**src/rtl/alureg_seq_if.sv**
```systemverilog
// Byte-stream handshake between the bus interface unit (master) and alureg_seq (slave).
interface alureg_seq_if #(
    parameter int DATASIZE = 8
);
    logic [DATASIZE-1:0] in_data;
    logic                in_valid;
    logic                in_ready;

    modport master (output in_data, output in_valid, input in_ready);
    modport slave  (input in_data, input in_valid, output in_ready);
endinterface

```
**src/rtl/alureg_seq.sv**
```systemverilog
// Self-sequencing 8085-style register file and ALU: decodes MOV/MVI/ALU/HLT from a byte stream.
// state | meaning
// FETCH | waiting for a code byte
// DATA  | waiting for the immediate byte
// READ  | latch operand (register or immediate) into temp
// WRITE | write destination (and F for ALU ops)
// HALT  | stopped until reset
module alureg_seq #(
    parameter int DATASIZE = 8,
    parameter int INSTSIZE = 8
) (
    input  logic                clk,
    input  logic                rst,
    alureg_seq_if.slave         bus,
    output logic                busy,
    output logic                done,
    output logic                err,
    output logic                halted,
    output logic [INSTSIZE-1:0] inst_q,
    input  logic [2:0]          dbg_sel,
    output logic [DATASIZE-1:0] dbg_data
);
    typedef enum logic [2:0] {S_FETCH, S_DATA, S_READ, S_WRITE, S_HALT} state_t;

    localparam logic [2:0] REG_F = 3'd6;
    localparam logic [2:0] REG_A = 3'd7;
    localparam logic [2:0] OP_CMP = 3'b111;

    state_t               state_q, state_d;
    logic [INSTSIZE-1:0]  inst_d;
    logic [DATASIZE-1:0]  temp_q, temp_d;
    logic [DATASIZE-1:0]  regs_q [8];
    logic [DATASIZE-1:0]  regs_d [8];
    logic                 done_q, done_d;
    logic                 err_q, err_d;
    logic                 in_ready_c;

    logic [7:0]           code;
    logic                 accept;
    logic                 code_ok;
    logic [2:0]           op, src, dst;
    logic                 cin;
    logic [DATASIZE:0]    sum;
    logic [4:0]           nib;
    logic [DATASIZE-1:0]  alu_res;
    logic [DATASIZE-1:0]  flags;

    assign code    = bus.in_data[7:0];
    assign accept  = bus.in_valid && in_ready_c;
    assign code_ok = code[7] ^ code[6];
    assign op      = inst_q[5:3];
    assign dst     = inst_q[5:3];
    assign src     = inst_q[2:0];

    always_ff @(posedge clk or posedge rst) begin
        if (rst) begin
            state_q <= S_FETCH;
            inst_q  <= '0;
            temp_q  <= '0;
            done_q  <= 1'b0;
            err_q   <= 1'b0;
            for (int i = 0; i < 8; i++) regs_q[i] <= '0;
        end else begin
            state_q <= state_d;
            inst_q  <= inst_d;
            temp_q  <= temp_d;
            done_q  <= done_d;
            err_q   <= err_d;
            for (int i = 0; i < 8; i++) regs_q[i] <= regs_d[i];
        end
    end

    always_comb begin
        state_d = state_q;
        case (state_q)
            S_FETCH: begin
                if (accept && code_ok) begin
                    if (code == 8'h76)          state_d = S_HALT;
                    else if (code[2:0] == 3'b110) state_d = S_DATA;
                    else                        state_d = S_READ;
                end
            end
            S_DATA:  if (accept) state_d = S_READ;
            S_READ:  state_d = S_WRITE;
            S_WRITE: state_d = S_FETCH;
            S_HALT:  state_d = S_HALT;
            default: state_d = S_FETCH;
        endcase
    end

    always_comb begin
        in_ready_c = 1'b0;
        busy       = 1'b0;
        halted     = 1'b0;
        case (state_q)
            S_FETCH: in_ready_c = 1'b1;
            S_DATA: begin
                in_ready_c = 1'b1;
                busy       = 1'b1;
            end
            S_READ, S_WRITE: busy = 1'b1;
            S_HALT:  halted = 1'b1;
            default: in_ready_c = 1'b0;
        endcase
    end

    // Borrow/carry falls out of the extra top bit for both add and subtract.
    always_comb begin
        cin = (op == 3'b001 || op == 3'b011) ? regs_q[REG_F][0] : 1'b0;
        sum = '0;
        nib = '0;
        case (op)
            3'b000, 3'b001: begin
                sum = {1'b0, regs_q[REG_A]} + {1'b0, temp_q} + {{DATASIZE{1'b0}}, cin};
                nib = {1'b0, regs_q[REG_A][3:0]} + {1'b0, temp_q[3:0]} + {4'b0, cin};
            end
            3'b010, 3'b011, 3'b111: begin
                sum = {1'b0, regs_q[REG_A]} - {1'b0, temp_q} - {{DATASIZE{1'b0}}, cin};
                nib = {1'b0, regs_q[REG_A][3:0]} - {1'b0, temp_q[3:0]} - {4'b0, cin};
            end
            3'b100:  sum = {1'b0, regs_q[REG_A] & temp_q};
            3'b101:  sum = {1'b0, regs_q[REG_A] ^ temp_q};
            default: sum = {1'b0, regs_q[REG_A] | temp_q};
        endcase
        alu_res  = sum[DATASIZE-1:0];
        flags    = '0;
        flags[7] = alu_res[DATASIZE-1];
        flags[6] = (alu_res == '0);
        flags[4] = nib[4];
        flags[2] = ~^alu_res[7:0];
        flags[0] = sum[DATASIZE];
    end

    always_comb begin
        inst_d = inst_q;
        temp_d = temp_q;
        done_d = 1'b0;
        err_d  = 1'b0;
        for (int i = 0; i < 8; i++) regs_d[i] = regs_q[i];
        case (state_q)
            S_FETCH: begin
                if (accept) begin
                    inst_d = code[INSTSIZE-1:0];
                    err_d  = !code_ok;
                end
            end
            S_DATA:  if (accept) temp_d = bus.in_data;
            S_READ:  temp_d = (src == 3'b110) ? temp_q : regs_q[src];
            S_WRITE: begin
                done_d = 1'b1;
                if (inst_q[7:6] == 2'b01) begin
                    regs_d[dst] = temp_q;
                end else begin
                    regs_d[REG_F] = flags;
                    if (op != OP_CMP) regs_d[REG_A] = alu_res;
                end
            end
            default: inst_d = inst_q;
        endcase
    end

    assign bus.in_ready = in_ready_c;
    assign done         = done_q;
    assign err          = err_q;
    assign dbg_data     = regs_q[dbg_sel];
endmodule

```
**src/flat_wrapper.sv**
```systemverilog
// flat-port wrapper written by rule: the top's interface ports become plain ports
module alureg_seq_flat 
#(
    parameter int DATASIZE = 8,
    parameter int INSTSIZE = 8
)
  (clk, rst, busy, done, err, halted, inst_q, dbg_sel, dbg_data, bus_in_data, bus_in_valid, bus_in_ready);
  alureg_seq_if #(.DATASIZE(DATASIZE)) bus_i ();
  input  logic clk;
  input  logic rst;
  output logic busy;
  output logic done;
  output logic err;
  output logic halted;
  output logic [INSTSIZE-1:0] inst_q;
  input  logic [2:0] dbg_sel;
  output logic [DATASIZE-1:0] dbg_data;
  input wire logic [$bits(bus_i.in_data)-1:0] bus_in_data;
  input wire logic [$bits(bus_i.in_valid)-1:0] bus_in_valid;
  output wire logic [$bits(bus_i.in_ready)-1:0] bus_in_ready;
  assign bus_i.in_data = bus_in_data;
  assign bus_i.in_valid = bus_in_valid;
  assign bus_in_ready = bus_i.in_ready;
  alureg_seq #(.DATASIZE(DATASIZE), .INSTSIZE(INSTSIZE)) u_core (.clk(clk), .rst(rst), .bus(bus_i), .busy(busy), .done(done), .err(err), .halted(halted), .inst_q(inst_q), .dbg_sel(dbg_sel), .dbg_data(dbg_data));
endmodule
```
**config.mk**
```make
export PLATFORM = sky130hd
export DESIGN_NAME = alureg_seq_flat
export DESIGN_NICKNAME = d
export VERILOG_FILES = /design/src/rtl/alureg_seq_if.sv /design/src/rtl/alureg_seq.sv /design/src/flat_wrapper.sv
export SDC_FILE = /design/constraint.sdc
export NUM_CORES = 1
export LEC_CHECK = 0
export ABC_AREA = 1
export CAP_MARGIN = 20
export CORE_MARGIN = 2
export CORE_UTILIZATION = 55
export CTS_CLUSTER_SIZE = 28
export DETAILED_ROUTE_END_ITERATION = 12
export HOLD_SLACK_MARGIN = 0.12
export PLACE_DENSITY = 0.75
export SLEW_MARGIN = 20
export SYNTH_ARGS = -nofsm -noshare
export SYNTH_HDL_FRONTEND = slang
export SYNTH_SLANG_ARGS = --single-unit
```
**constraint.sdc**
```tcl
create_clock -name clk -period 4.6 [get_ports clk]
set_clock_uncertainty 0.05 [all_clocks]
set_input_delay 1.15 -clock clk [delete_from_list [all_inputs] [get_ports clk]]
set_output_delay 1.15 -clock clk [all_outputs]
set_load 0.01 [all_outputs]
```
# Word level (Yosys, flattened, before mapping)
# Cells that the tools add are included.
# totals
reg_bits	85
latch_bits	0
ram_bits	0
romBits	0
input_bits	14
memories	0
# classes
add_sub_neg	8
n_mul	0
n_div	0
n_lt_le_gt_ge	4
n_eq_ne	18
shift	0
n_mux	28
bitwise_logic	7
n_reduce_logical	20
# ops
cell	n
$bwmux W64	1
$mux W8	8
$bmux W8 S3	2
$pmux W9 S4	1
$demux W8 S3	1
$eq A3 B3 Y1 const B	6
$mux W16	1
$pmux W8 S2	1
$eq A3 B2 Y1 const B	4
$ge A4 B4 Y1 const B	3
$not A3 Y4	3
$pmux W3 S4	1
$pmux W5 S2	1
$add A8 B8 Y9	1
$add A9 B1 Y9	1
$mux W3	3
$sub A8 B8 Y9	1
$sub A9 B1 Y9	1
$and A8 B8 Y8	1
$eq A8 B7 Y1 const B	1
$logic_not A8 Y1	1
$or A8 B8 Y8	1
$reduce_and A2 Y1	4
$reduce_xnor A8 Y1	1
22 further kinds	36

# Logic depth before layout (Yosys ltp)
# Gate-level depths: netlist of the first run.
# depth
ltp_word	7
ltp_mapped	21
ltp_nobuf	21

# Worst setup path after synthesis of the first run
# OpenSTA, ideal clock, no wires.
# synth_path
path_kind	flip-flop to flip-flop
from	register u_core.inst_q[5]
to	register u_core.regs_q[10] (netlist name)
t_arrival_ns	3.293
required_ns	4.473
slack_ns	1.180
stages_incl_launch_ff	21
n_path_buf	0
cell_sequence	dfrtp_1 > inv_1 > nand3_1 > inv_1 > fa_1 > inv_1 > ha_1 > nor2_1 > inv_1 > fa_1 > nor2_1 > o21ai_0 > o21ai_0 > inv_1 > o2111ai_1 > inv_1 > ha_1 > xnor2_1 > xor2_1 > nand2_1 > a21oi_1
# synth_between
elab_chain_len	7
# synth_lines
element	line	rtl
start: declaration	alureg_seq.sv:19	output logic [INSTSIZE-1:0] inst_q,
start signal: assignment	alureg_seq.sv:65	inst_q <= inst_d;
$eq A3 B1 Y1, or another cell as far along	alureg_seq.sv:109, alureg_seq.sv:112	
$logic_or A1 B1 Y1, or another cell as far along	alureg_seq.sv:109	cin = (op == 3'b001 || op == 3'b011) ? regs_q[REG_F][0] : 1'b0;
$mux W1 / $logic_and A1 B1 Y1 (equally long branches)	alureg_seq.sv:109, alureg_seq.sv:152	
$sub A9 B1 Y9, or another cell as far along	alureg_seq.sv:118	sum = {1'b0, regs_q[REG_A]} - {1'b0, temp_q} - {{DATASIZE{1'b0}}, cin};
$pmux W9 S4 / $demux W8 S3 (equally long branches)	alureg_seq.sv:112, alureg_seq.sv:152	
$reduce_xnor A8 Y1 / $bwmux W64 (equally long branches)	alureg_seq.sv:130, alureg_seq.sv:152	
$mux W16 (*)	alureg_seq.sv:151	if (inst_q[7:6] == 2'b01) begin
end: declaration	alureg_seq.sv:32	logic [DATASIZE-1:0] regs_q [8];
# Every way passes the cells marked *; elsewhere a longest branch is shown, timed or not.
# A chain may end at the register's enable or synchronous reset.

# Worst setup path in the final report of the first run
# layout_path
from	input port dbg_sel[1]
to	output port dbg_data[6]
# layout_between
elab_chain_len	4
# layout_lines
element	line	rtl
start: declaration	flat_wrapper.sv:16	input logic [2:0] dbg_sel;
$not A3 Y4 (not written as such)	alureg_seq.sv:165	assign dbg_data = regs_q[dbg_sel];
$bmux W8 S3	alureg_seq.sv:165	
$mux W8 (not written as such) (2 in a row)	alureg_seq.sv:165	
end: declaration	flat_wrapper.sv:17	output logic [DATASIZE-1:0] dbg_data;
# No other way between the ends. The select of a mux whose other input is x is not followed.

==> insert_results.sql, run 1 <==
INSERT INTO impl_metrics (metric_group, metric, value, unit) VALUES
('yosys', 'yosys_warnings', '0', ''),
('yosys', 'synth_seq_area_share', '36.4', '%'),
('clock_network', 'cts_tree', 'yes', ''),
('sta', 'timing.setup.tns', '0', 'ns'),
('final_layout', 'fin_area', '0.00653', 'mm^2'),
('global_routing', 'grt_first_pass_wirelength', '28.2', 'mm'),
('place', 'dp_worst_setup_slack', '0.248', 'ns'),
('global_routing', 'global_route.usage.total', '31.8', '%'),
('yosys', 'synth_cell_types', '29', ''),
('global_routing', 'grt_start_max_net_pins', '75', ''),
('final_layout', 'nFillCells', '950', ''),
('power', 'power.leakage', '3.04', 'nW'),
('min_path', 'cell_depth_of_the_worst_hold_path', '2', ''),
('final_layout', 'syn_to_final_growth', '11.7', '%'),
('clock_network', 'cts_sinks', '85', ''),
('clock_network', 'clock_tree.root_cell', 'clkbuf_8', ''),
('final_layout', 'finalNetCount', '888', ''),
('yosys', 'async_reset_ff_share', '100', '%'),
('power', 'seq_power_share', '25.8', '%'),
('sta', 'rsz0062_at_grt', 'false', ''),
('global_routing', 'first_global_vias', '5487', ''),
('place', 'buffer_ports.inserted', '34', ''),
('place', 'dp.cells', '960', ''),
('floorplan', 'dieArea', '0.0115', 'mm^2'),
('sta', 'hold_viol_final', '0', ''),
('power', 'power_density', '877', 'mW/mm^2'),
('place', 'dp_area', '0.00630', 'mm^2'),
('yosys', 'synth_top_cells_by_count', 'nand2_1 (151), o21ai_0 (142), inv_1 (100), dfrtp_1 (85), a21oi_1 (75)', ''),
('outcome', 'status', 'complete, no violations', ''),
('critical_path', 'critical_path_required', '3.40', 'ns'),
('yosys', 'post_synth.cell_area_avg', '7.14', 'um^2'),
('yosys', 'synth.cell_area', '0.00585', 'mm^2'),
('floorplan', 'core_area', '0.0103', 'mm^2'),
('drt', 'wl_per_cell', '18.0', 'um'),
('run', 'cap_violations', '0', ''),
('yosys', 'yosys_register_bits', '85', ''),
('drt', 'routed_wirelength', '17.5', 'mm'),
('drt', 'via_count', '5858', ''),
('final_layout', 'layout-drive-gt1-share', '3.33', '%'),
('yosys', 'yosys.cell_count.top_type', 'nand2_1', ''),
('min_path', 'timing.hold.worst.class', 'register to register', ''),
('critical_path', 'start_kind', 'primary input', ''),
('clock_network', 'worst_skew_pair.late_latency', '0.37', 'ns'),
('drt', 'number_of_design_rule_violations_left_by_the_first_detailed_router_iteration', '570', ''),
('yosys', 'mappedNetlistNets', '872', ''),
('power', 'power_switching', '3.00', 'mW'),
('clock_network', 'htree_levels', '3', ''),
('floorplan', 'num_rows', '37', ''),
('final_layout', 'diodes', '0', ''),
('clock_network', 'cts_hold_buf', '0', ''),
('power', 'power.internal', '2.73', 'mW'),
('drt', 'drt-vias-per-instance', '6.00', ''),
('clock_network', 'numCtsBuffers', '9', ''),
('floorplan', 'die_w', '107', 'um'),
('drt', 'drcViolationCount', '0', ''),
('sta', 'final_critical_path_setup_slack', '0.216', 'ns'),
('sta', 'final-setup-viol-count', '0', ''),
('critical_path', 'endpoint_kind', 'primary output', ''),
('yosys', 'synthDominantAreaCellType', 'dfrtp_1', ''),
('yosys', 'synth.area.top_cells', 'dfrtp_1 (36%), o21ai_0 (12%), nand2_1 (9.7%)', ''),
('global_routing', 'globalRoute.totalOverflow', '0', ''),
('floorplan', 'initial_core_util', '56.6', '%'),
('drt', 'drt_pass1_iterations', '5', ''),
('power', 'power_frac_clock', '10.8', '%'),
('clock_network', 'cts_resized', '0', ''),
('sta', 'max-slew-margin-rel', '29.3', '%'),
('global_routing', 'antenna_found_initial', '0', ''),
('sta', 'max_slew.worst_pin.slew', '1.06', 'ns'),
('critical_path', 'critical_path_fanouts_max', '12', ''),
('power', 'switching_share', '52.4', '%'),
('yosys', 'synth_cells', '819', '');
placed cells by master (no fill, tap or decap):
| master | instances |
|---|---|
| buf_12 | 2 |
| o21ai_0 | 142 |
| nor2_4 | 1 |
| xnor2_1 | 1 |
| xor2_1 | 2 |
| clkbuf_8 | 11 |
| nor2_1 | 60 |
| nor4_4 | 1 |
| a22oi_1 | 12 |
| buf_4 | 5 |
| nand4_1 | 5 |
| inv_1 | 99 |
| a211oi_1 | 1 |
| nand3b_1 | 5 |
| a21oi_1 | 75 |
| o22ai_1 | 2 |
| o2111ai_1 | 1 |
| inv_6 | 1 |
| o32ai_1 | 3 |
| a2111oi_0 | 1 |
| fa_1 | 4 |
| dfrtp_1 | 85 |
| a31oi_1 | 9 |
| clkinvlp_4 | 1 |
| or2_2 | 1 |
| nand3_1 | 58 |
| ha_1 | 35 |
| nand2_1 | 151 |
| nor3_1 | 3 |
| o211ai_1 | 18 |
| clkinv_2 | 2 |
| clkinv_1 | 6 |
| bufinv_16 | 2 |
| clkdlybuf4s50_1 | 34 |
| inv_2 | 1 |
flip-flops by register name, summed over array words and instances, names as in the netlist:
signal          count
u_core.regs_q      64
u_core.inst_q       8
u_core.temp_q       8
u_core.state_q      3
u_core.done         1
u_core.err          1
power by group through the flow:
stage | combinational [mW] | clock, mW | sequential, mW
2_1_floorplan | 2.64 | 0 | 1.30
6_report | 3.63 | 0.618 | 1.48
3_3_place_gp | 3.43 | 0 | 1.45
3_5_place_dp | 3.55 | 0 | 1.46
4_1_cts | 3.57 | 0.619 | 1.45
5_1_grt | 4.07 | 0.656 | 1.50
kinds of logic (layout without fill, tap and decap cells):
| group | Yosys count | after routing | share of synthesized area (%) |
|---|---|---|---|
| and+or+nand+nor | 285 | 285 | 20.6 |
| AOI/OAI and AO/OA | 264 | 264 | 24.5 |
| buffers and inverters | 143 | 164 | 9.20 |
| DFF | 85 | 85 | 36.4 |
| adders and majority gates | 39 | 39 | 8.86 |
| xor gates and xnor gates | 3 | 3 | 0.450 |
worst max-delay path, stage by stage:
cell	delay, ns
clkdlybuf4s50_1	0.72
inv_1	0.29
a21oi_1	0.17
o21ai_0	0.10
a31oi_1	0.20
clkdlybuf4s50_1	0.56
per-stage QoR:
step                      util [%]  power [mW]
after floorplan                  -        3.94
after global placement        61.0        4.89
after detailed placement      61.0        5.01
after CTS                     63.3        5.64
after global routing          63.3        6.22
final                         63.3        5.72
final timing paths:
kind | to | slack (ns) | start
max | dbg_data[6] | 0.22 | dbg_sel[1]
min | u_core.regs_q[16] | 0.45 | u_core.regs_q[16]
max reg2reg | u_core.regs_q[10] | 0.56 | u_core.inst_q[5]
min reg2reg | u_core.regs_q[16] | 0.45 | u_core.regs_q[16]
max in group asynchronous | u_core.regs_q[6] | 2.89 | rst
min in group asynchronous | u_core.regs_q[34] | 0.95 | rst
routing by layer:
layer  vias up  GRT usage, %  share of wire [%]
li1       2781             -                  -
met1      2728          43.2                 43
met2       285          50.1                 46
met3        64          5.11                6.6
met4         0          14.3                4.0
met5         -             0                  0
layout make-up:
type	count	area, um^2	area share (%)
inverters	107	403	6.17
clock inverters	5	81.3	1.25
clock buffers	11	151	2.32
well taps	136	170	2.61
flip-flops and latches	85	2130	32.6
multi-input cells	591	3180	48.7
repair buffers	41	418	6.40
(Power assumes the default switching activity.)
==> inputs of run 2 (changes only) <==
Settings changed: ABC_AREA 1 to not set, CTS_CLUSTER_DIAMETER set to 150.
==> insert_results.sql, run 2 <==
INSERT INTO impl_metrics (metric_group, metric, value, unit) VALUES
('yosys', 'async_reset_ff_share', '100', '%'),
('global_routing', 'global_route.usage.total', '27.5', '%'),
('floorplan', 'die_w', '107', 'um'),
('yosys', 'yosys_warnings', '0', ''),
('yosys', 'synthDominantAreaCellType', 'dfrtp_1', ''),
('final_layout', 'diodes', '0', ''),
('critical_path', 'critical_path_required', '4.78', 'ns'),
('sta', 'max_freq', '229', 'MHz'),
('critical_path', 'critical_path.max_stage_delay', '0.57', 'ns'),
('yosys', 'area_share_of_fa_ha_maj_cells_after_synthesis', '8.81', '%'),
('sta', 'hold_viol_final', '0', ''),
('final_layout', 'finalNetCount', '645', ''),
('clock_network', 'cts_sinks', '85', ''),
('place', 'buffer_ports.inserted', '34', ''),
('critical_path', 'worst_path_max_delay_cell', 'fa_1', ''),
('critical_path', 'endpoint_kind', 'register', ''),
('sta', 'final-setup-viol-count', '0', ''),
('final_layout', 'syn_to_final_growth', '12.5', '%'),
('final_layout', 'final_cell_mix', 'dfrtp_1 (85), o21ai_0 (63), nand2_1 (59)', ''),
('power', 'seq_power_share', '24.7', '%'),
('run', 'cap_violations', '0', ''),
('yosys', 'post_synth_edffs', '0', ''),
('final_layout', 'layout.cells.most_common', 'dfrtp_1', ''),
('yosys', 'synth_simple_gate_area_share', '11.8', '%'),
('yosys', 'synth.area.top_cells', 'dfrtp_1 (36%), mux4_2 (12%), ha_1 (7.4%)', ''),
('clock_network', 'worst_skew_pair.late_latency', '0.37', 'ns'),
('sta', 'finalCritPeriodShare', '95.1', '%'),
('drt', 'via_count', '4614', ''),
('clock_network', 'clock_tree_buffer_depth', '2', ''),
('clock_network', 'clkTransAtPathRegs', '0.08', 'ns'),
('drt', 'wl_per_cell', '20.4', 'um'),
('drt', 'drt_pass1_iterations', '5', ''),
('drt', 'routed_wirelength', '14.9', 'mm'),
('clock_network', 'clock_tree.root_cell', 'clkbuf_8', ''),
('power', 'power_density', '808', 'mW/mm^2'),
('final_layout', 'largest_registers', 'u_core.regs_q (64), u_core.inst_q (8), u_core.temp_q (8)', ''),
('power', 'power.leakage', '2.87', 'nW'),
('place', 'gp_congestion', '0.864', ''),
('drt', 'drt-vias-per-instance', '6.29', ''),
('sta', 'slew_violations', '0', ''),
('power', 'switching_share', '45.1', '%'),
('floorplan', 'core_area', '0.0104', 'mm^2'),
('yosys', 'yosys.cell_count.top_type', 'dfrtp_1', ''),
('global_routing', 'grt_first_pass_wirelength', '24.2', 'mm'),
('place', 'dp.final_hpwl', '10.9', 'mm'),
('yosys', 'post_synth.cell_area_avg', '10.3', 'um^2'),
('critical_path', 'start_kind', 'register', ''),
('critical_path', 'timing.critical_path.cells', 'nand3b_1, inv_1, fa_1, inv_1, ha_1, or2_2, fa_2, or2_1, a31o_1, or3b_1, a21oi_2, a211oi_1, a21o_1, ha_4, xnor2_2, xnor2_1, o22ai_1, a21oi_1', ''),
('final_layout', 'utilization', '63.8', '%'),
('yosys', 'synth_top_cells_by_count', 'dfrtp_1 (85), o21ai_0 (63), nand2_1 (59), ha_1 (35), mux2_2 (34)', ''),
('critical_path', 'worst_ep_arrival_time', '4.55', 'ns'),
('yosys', 'synthMuxAreaShare', '21.0', '%'),
('power', 'power_switching', '2.41', 'mW'),
('final_layout', 'layout-drive-gt1-share', '17.8', '%'),
('outcome', 'status', 'complete, no violations', ''),
('floorplan', 'initial_core_util', '56.7', '%'),
('global_routing', 'first_global_vias', '4491', ''),
('floorplan', 'num_rows', '37', ''),
('power', 'p_comb_share', '64.0', '%'),
('yosys', 'synth_seq_area_share', '36.2', '%'),
('floorplan', 'boundaryPins', '35', ''),
('yosys', 'synth_top_family_by_area', 'multiplexers', ''),
('power', 'irDropWorstVdd', '0.623', 'mV'),
('floorplan', 'dieArea', '0.0115', 'mm^2'),
('yosys', 'yosys_register_bits', '85', ''),
('power', 'power', '5.34', 'mW'),
('yosys', 'synth_top_area_share', '36.2', '%'),
('critical_path', 'critPathMostFrequentCell', 'inv_1', ''),
('yosys', 'synth_compound_gate_area_share', '15.6', '%'),
('clock_network', 'numCtsBuffers', '9', ''),
('clock_network', 'htree_levels', '3', ''),
('global_routing', 'grt_start_max_net_pins', '86', ''),
('sta', 'timing.setup.tns', '0', 'ns'),
('critical_path', 'cpLargestDelayFamily', 'adder cells', ''),
('final_layout', 'registers.top_by_ff_count', 'u_core.regs_q', ''),
('drt', 'drt.antenna.violating_nets', '0', ''),
('clock_network', 'cts_tree', 'yes', ''),
('drt', 'number_of_design_rule_violations_left_by_the_first_detailed_router_iteration', '315', ''),
('sta', 'max_slew.worst_pin.slew', '1.07', 'ns'),
('sta', 'final.hold.worst_slack', '0.461', 'ns'),
('floorplan', 'die_height', '107', 'um'),
('critical_path', 'critical_path_fanouts_max', '3', ''),
('min_path', 'timing.hold.worst.class', 'register to register', ''),
('global_routing', 'antenna_found_initial', '0', ''),
('yosys', 'synth.cell_area', '0.00588', 'mm^2'),
('yosys', 'synth_xor_area_share', '1.94', '%'),
('yosys', 'ys.flop_type', 'dfrtp_1', ''),
('yosys', 'synth_cells', '569', ''),
('drt', 'drcViolationCount', '0', ''),
('power', 'power_frac_clock', '11.3', '%'),
('final_layout', 'largest_register_ff_count', '64', ''),
('yosys', 'synth_cell_types', '63', ''),
('critical_path', 'worst-setup-path-type', 'register to register', ''),
('global_routing', 'globalRoute.totalOverflow', '0', ''),
('sta', 'max-slew-margin-rel', '28.7', '%'),
('clock_network', 'cts_hold_buf', '0', ''),
('critical_path', 'path_buf_inv', '2', ''),
('sta', 'layout_min_cycle_time', '4.37', 'ns'),
('power', 'power.internal', '2.93', 'mW'),
('yosys', 'mappedNetlistNets', '622', '');
-- run 2: worst register-to-register path, stage by stage, from the launching register on --
cell      delay, ns
dfrtp_1        0.41
nand3b_1       0.15
inv_1          0.09
fa_1           0.57
inv_1          0.07
ha_1           0.20
or2_2          0.30
fa_2           0.37
or2_1          0.24
a31o_1         0.25
or3b_1         0.37
a21oi_2        0.15
a211oi_1       0.08
a21o_1         0.23
ha_4           0.25
xnor2_2        0.13
xnor2_1        0.12
o22ai_1        0.13
a21oi_1        0.08
-- run 2: timing repair --
action,CTS,global route
gates resized for setup,0,4
setup endpoints to repair,0,1
buffers inserted,0,4
-- run 2: worst paths after layout --
kind / start / to / slack [ns] / cells past startpoint
setup / recovery: u_core.regs_q[8] / u_core.regs_q[10] / 0.23 / 18
hold / removal: u_core.regs_q[23] / u_core.regs_q[23] / 0.46 / 2
setup reg to reg: u_core.regs_q[8] / u_core.regs_q[10] / 0.23 / 18
hold reg to reg: u_core.regs_q[23] / u_core.regs_q[23] / 0.46 / 2
max in group asynchronous: rst / u_core.regs_q[11] / 2.99 / 3
min in group asynchronous: rst / u_core.regs_q[47] / 1.12 / 3
-- run 2: metal layers --
metal	track usage (%)	wire length, um	up-vias
li1	-	-	2125
met4	10.3	381	0
met3	5.21	1020	27
met2	42.0	6950	195
met5	0	0	-
met1	39.3	6580	2267
-- run 2: power groups by stage --
stage	logic [mW]	registers [mW]	clock network [mW]
after floorplan	2.56	1.15	0
after global placement	3.15	1.30	0
after detailed placement	3.23	1.33	0
after CTS	3.25	1.31	0.610
after global routing	3.80	1.35	0.647
final	3.42	1.32	0.606
-- run 2: area by class of cell --
type                       instances  area (um^2)
fill                             827         3760
multi-input combinational        416         3500
sequential                        85         2130
timing repair buffer              47          463
tap                              136          170
clock buffer                      13          159
inverter                          33          125
clock inverter                     3         67.6
-- run 2: cell families after synthesis --
kind of cell | after synthesis
AOI/OAI and AO/OA | 150
xor gates and xnor gates | 13
adders and majority gates | 39
buffers and inverters | 68
DFF | 85
muxes | 79
and+or+nand+nor | 135
-- run 2: through the flow --
stage / worst slack, ns / area [um^2] / std cells
after floorplan: 0.190 / 5880 / 569
final: 0.228 / 6610 / 733
after global routing: -0.000221 / 6610 / 733
after CTS: 0.153 / 6560 / 729
after global placement: 0.280 / 6330 / 713
after detailed placement: 0.197 / 6330 / 713
==> inputs of run 3 (changes only) <==
Settings changed: CAP_MARGIN 20 to 25, SKIP_CTS_REPAIR_TIMING set to 1.
==> insert_results.sql, run 3 (synthesized netlist as in run 2, its figures left out) <==
INSERT INTO impl_metrics (metric_group, metric, value, unit) VALUES
('outcome', 'status', 'complete, no violations', ''),
('min_path', 'timing.hold.worst.class', 'register to register', ''),
('critical_path', 'rr_worst_depth', '18', ''),
('floorplan', 'num_rows', '37', ''),
('sta', 'timing.setup.tns', '0', 'ns'),
('clock_network', 'cts_tree', 'yes', ''),
('sta', 'rsz0062_at_grt', 'false', ''),
('global_routing', 'antenna_found_initial', '0', ''),
('final_layout', 'utilization', '64.1', '%'),
('sta', 'max_freq', '229', 'MHz'),
('power', 'switching_share', '45.0', '%'),
('place', 'dp.final_hpwl', '10.9', 'mm'),
('min_path', 'worstHoldEndpoint', 'u_core.regs_q[23]', ''),
('final_layout', 'layout.cells.most_common', 'dfrtp_1', ''),
('floorplan', 'boundaryPins', '35', ''),
('final_layout', 'layout-drive-gt1-share', '18.3', '%'),
('clock_network', 'worst_skew_pair.late_latency', '0.37', 'ns'),
('power', 'power.leakage', '2.89', 'nW'),
('power', 'power_switching', '2.42', 'mW'),
('critical_path', 'r2r_start', 'u_core.regs_q[8]', ''),
('final_layout', 'nFillCells', '823', ''),
('final_layout', 'finalNetCount', '649', ''),
('min_path', 'worst_hold_startpoint', 'u_core.regs_q[23]', ''),
('global_routing', 'first_global_vias', '4491', ''),
('drt', 'routed_wirelength', '15.0', 'mm'),
('global_routing', 'grt_first_pass_wirelength', '24.2', 'mm'),
('critical_path', 'path_buf_inv', '2', ''),
('critical_path', 'timing.rr.end', 'u_core.regs_q[10]', ''),
('power', 'irDropWorstVdd', '0.619', 'mV'),
('power', 'power_frac_clock', '11.2', '%'),
('final_layout', 'syn_to_final_growth', '13.1', '%'),
('floorplan', 'die_height', '107', 'um'),
('critical_path', 'timing.reg2reg.setup_slack', '0.23', 'ns'),
('drt', 'number_of_design_rule_violations_left_by_the_first_detailed_router_iteration', '406', ''),
('final_layout', 'diodes', '0', ''),
('critical_path', 'timing.critical_path.cells', 'nand3b_1, inv_1, fa_1, inv_1, ha_1, or2_2, fa_2, or2_1, a31o_1, or3b_1, a21oi_2, a211oi_1, a21o_1, ha_4, xnor2_2, xnor2_1, o22ai_1, a21oi_1', ''),
('place', 'gp_congestion', '0.864', ''),
('drt', 'drcViolationCount', '0', ''),
('power', 'power.internal', '2.96', 'mW'),
('critical_path', 'critical_path.max_stage_delay', '0.58', 'ns'),
('floorplan', 'core_area', '0.0104', 'mm^2'),
('run', 'cap_violations', '0', ''),
('critical_path', 'worst_ep_arrival_time', '4.55', 'ns'),
('place', 'buffer_ports.inserted', '34', ''),
('final_layout', 'final_cell_mix', 'dfrtp_1 (85), o21ai_0 (63), nand2_1 (59)', ''),
('drt', 'drt.antenna.violating_nets', '0', ''),
('clock_network', 'cts_sinks', '85', ''),
('clock_network', 'clock_tree.root_cell', 'clkbuf_8', ''),
('clock_network', 'clock_tree_buffer_depth', '2', ''),
('global_routing', 'grt_start_max_net_pins', '86', ''),
('power', 'p_comb_share', '64.9', '%'),
('final_layout', 'largest_register_ff_count', '64', ''),
('min_path', 'cell_depth_of_the_worst_hold_path', '2', ''),
('power', 'power_density', '809', 'mW/mm^2'),
('drt', 'wl_per_cell', '20.3', 'um'),
('clock_network', 'clkTransAtPathRegs', '0.08', 'ns'),
('critical_path', 'critical_path_required', '4.78', 'ns'),
('critical_path', 'critical_path_fanouts_max', '3', ''),
('sta', 'slew_violations', '0', ''),
('drt', 'via_count', '4608', ''),
('floorplan', 'initial_core_util', '56.7', '%'),
('sta', 'finalCritPeriodShare', '95.1', '%'),
('critical_path', 'worst-setup-path-type', 'register to register', ''),
('global_routing', 'globalRoute.totalOverflow', '0', ''),
('critical_path', 'cpLargestDelayFamily', 'adder cells', ''),
('floorplan', 'die_w', '107', 'um'),
('sta', 'final.hold.worst_slack', '0.462', 'ns'),
('sta', 'final-setup-viol-count', '0', ''),
('clock_network', 'numCtsBuffers', '9', ''),
('critical_path', 'start_kind', 'register', ''),
('final_layout', 'registers.top_by_ff_count', 'u_core.regs_q', ''),
('sta', 'max-slew-margin-rel', '41.9', '%'),
('sta', 'hold_viol_final', '0', ''),
('sta', 'max_slew.worst_pin.slew', '0.871', 'ns'),
('final_layout', 'largest_registers', 'u_core.regs_q (64), u_core.inst_q (8), u_core.temp_q (8)', ''),
('critical_path', 'worst_path_max_delay_cell', 'fa_1', ''),
('drt', 'drt-vias-per-instance', '6.25', ''),
('clock_network', 'htree_levels', '3', ''),
('power', 'power', '5.38', 'mW'),
('sta', 'layout_min_cycle_time', '4.37', 'ns'),
('global_routing', 'global_route.usage.total', '27.5', '%'),
('critical_path', 'critPathMostFrequentCell', 'inv_1', ''),
('floorplan', 'dieArea', '0.0115', 'mm^2'),
('power', 'seq_power_share', '24.0', '%'),
('drt', 'drt_pass1_iterations', '5', ''),
('critical_path', 'endpoint_kind', 'register', '');
==> run 3: cell types whose count changed in the layout (fill, tap and decap cells not counted), sizes merged <==
cell,before,now
buf,13,14
clkbuf,13,16
==> run 3: layout make-up <==
class	instances	area [um^2]	share of cell area, %
clock buffers	13	159	2.39
clock inverters	3	67.6	1.02
repair buffers	51	500	7.52
multi-input cells	416	3500	52.7
inverters	33	125	1.88
well taps	136	170	2.56
flip-flops and latches	85	2130	32.0
==> run 3: routing by layer <==
| metal | track usage [%] | part of all wire, % |
|---|---|---|
| met5 | 0 | 0 |
| met4 | 10.3 | 2.7 |
| met3 | 5.21 | 6.4 |
| met2 | 42.0 | 47 |
| met1 | 39.3 | 44 |
==> run 3: power groups by stage <==
stage	Clock [mW]	Combinational (mW)	Sequential, mW
global route	0.647	3.88	1.32
detailed placement	0	3.23	1.33
CTS	0.610	3.25	1.31
finish	0.601	3.49	1.29
floorplan	0	2.56	1.15
global placement	0	3.15	1.30
==> run 3: worst max-delay path by stage <==
stage / from / end / slack (ns) / cells after the start
floorplan: u_core.inst_q[5] / u_core.regs_q[10] / 0.19 / 19
CTS: u_core.regs_q[8] / u_core.regs_q[10] / 0.15 / 18
detailed placement: u_core.regs_q[8] / u_core.regs_q[10] / 0.20 / 18
global route: u_core.regs_q[8] / u_core.regs_q[10] / 0.006 / 18
finish: u_core.regs_q[8] / u_core.regs_q[10] / 0.23 / 18
global placement: u_core.regs_q[8] / u_core.regs_q[10] / 0.28 / 18
==> run 3: worst reg2reg max path, cell delays in order (launching register included) <==
cell      delay (ns)
dfrtp_1         0.41
nand3b_1        0.15
inv_1           0.09
fa_1            0.58
inv_1           0.07
ha_1            0.20
or2_2           0.30
fa_2            0.37
or2_1           0.24
a31o_1          0.25
or3b_1          0.37
a21oi_2         0.15
a211oi_1        0.08
a21o_1          0.23
ha_4            0.25
xnor2_2         0.13
xnor2_1         0.12
o22ai_1         0.13
a21oi_1         0.08
==> run 3: metrics by stage <==
step	area [um^2]	std cells	worst slack, ns
global route	6650	737	0.00570
finish	6650	737	0.226
global placement	6330	713	0.280
CTS	6560	729	0.153
floorplan	5880	569	0.190
detailed placement	6330	713	0.197
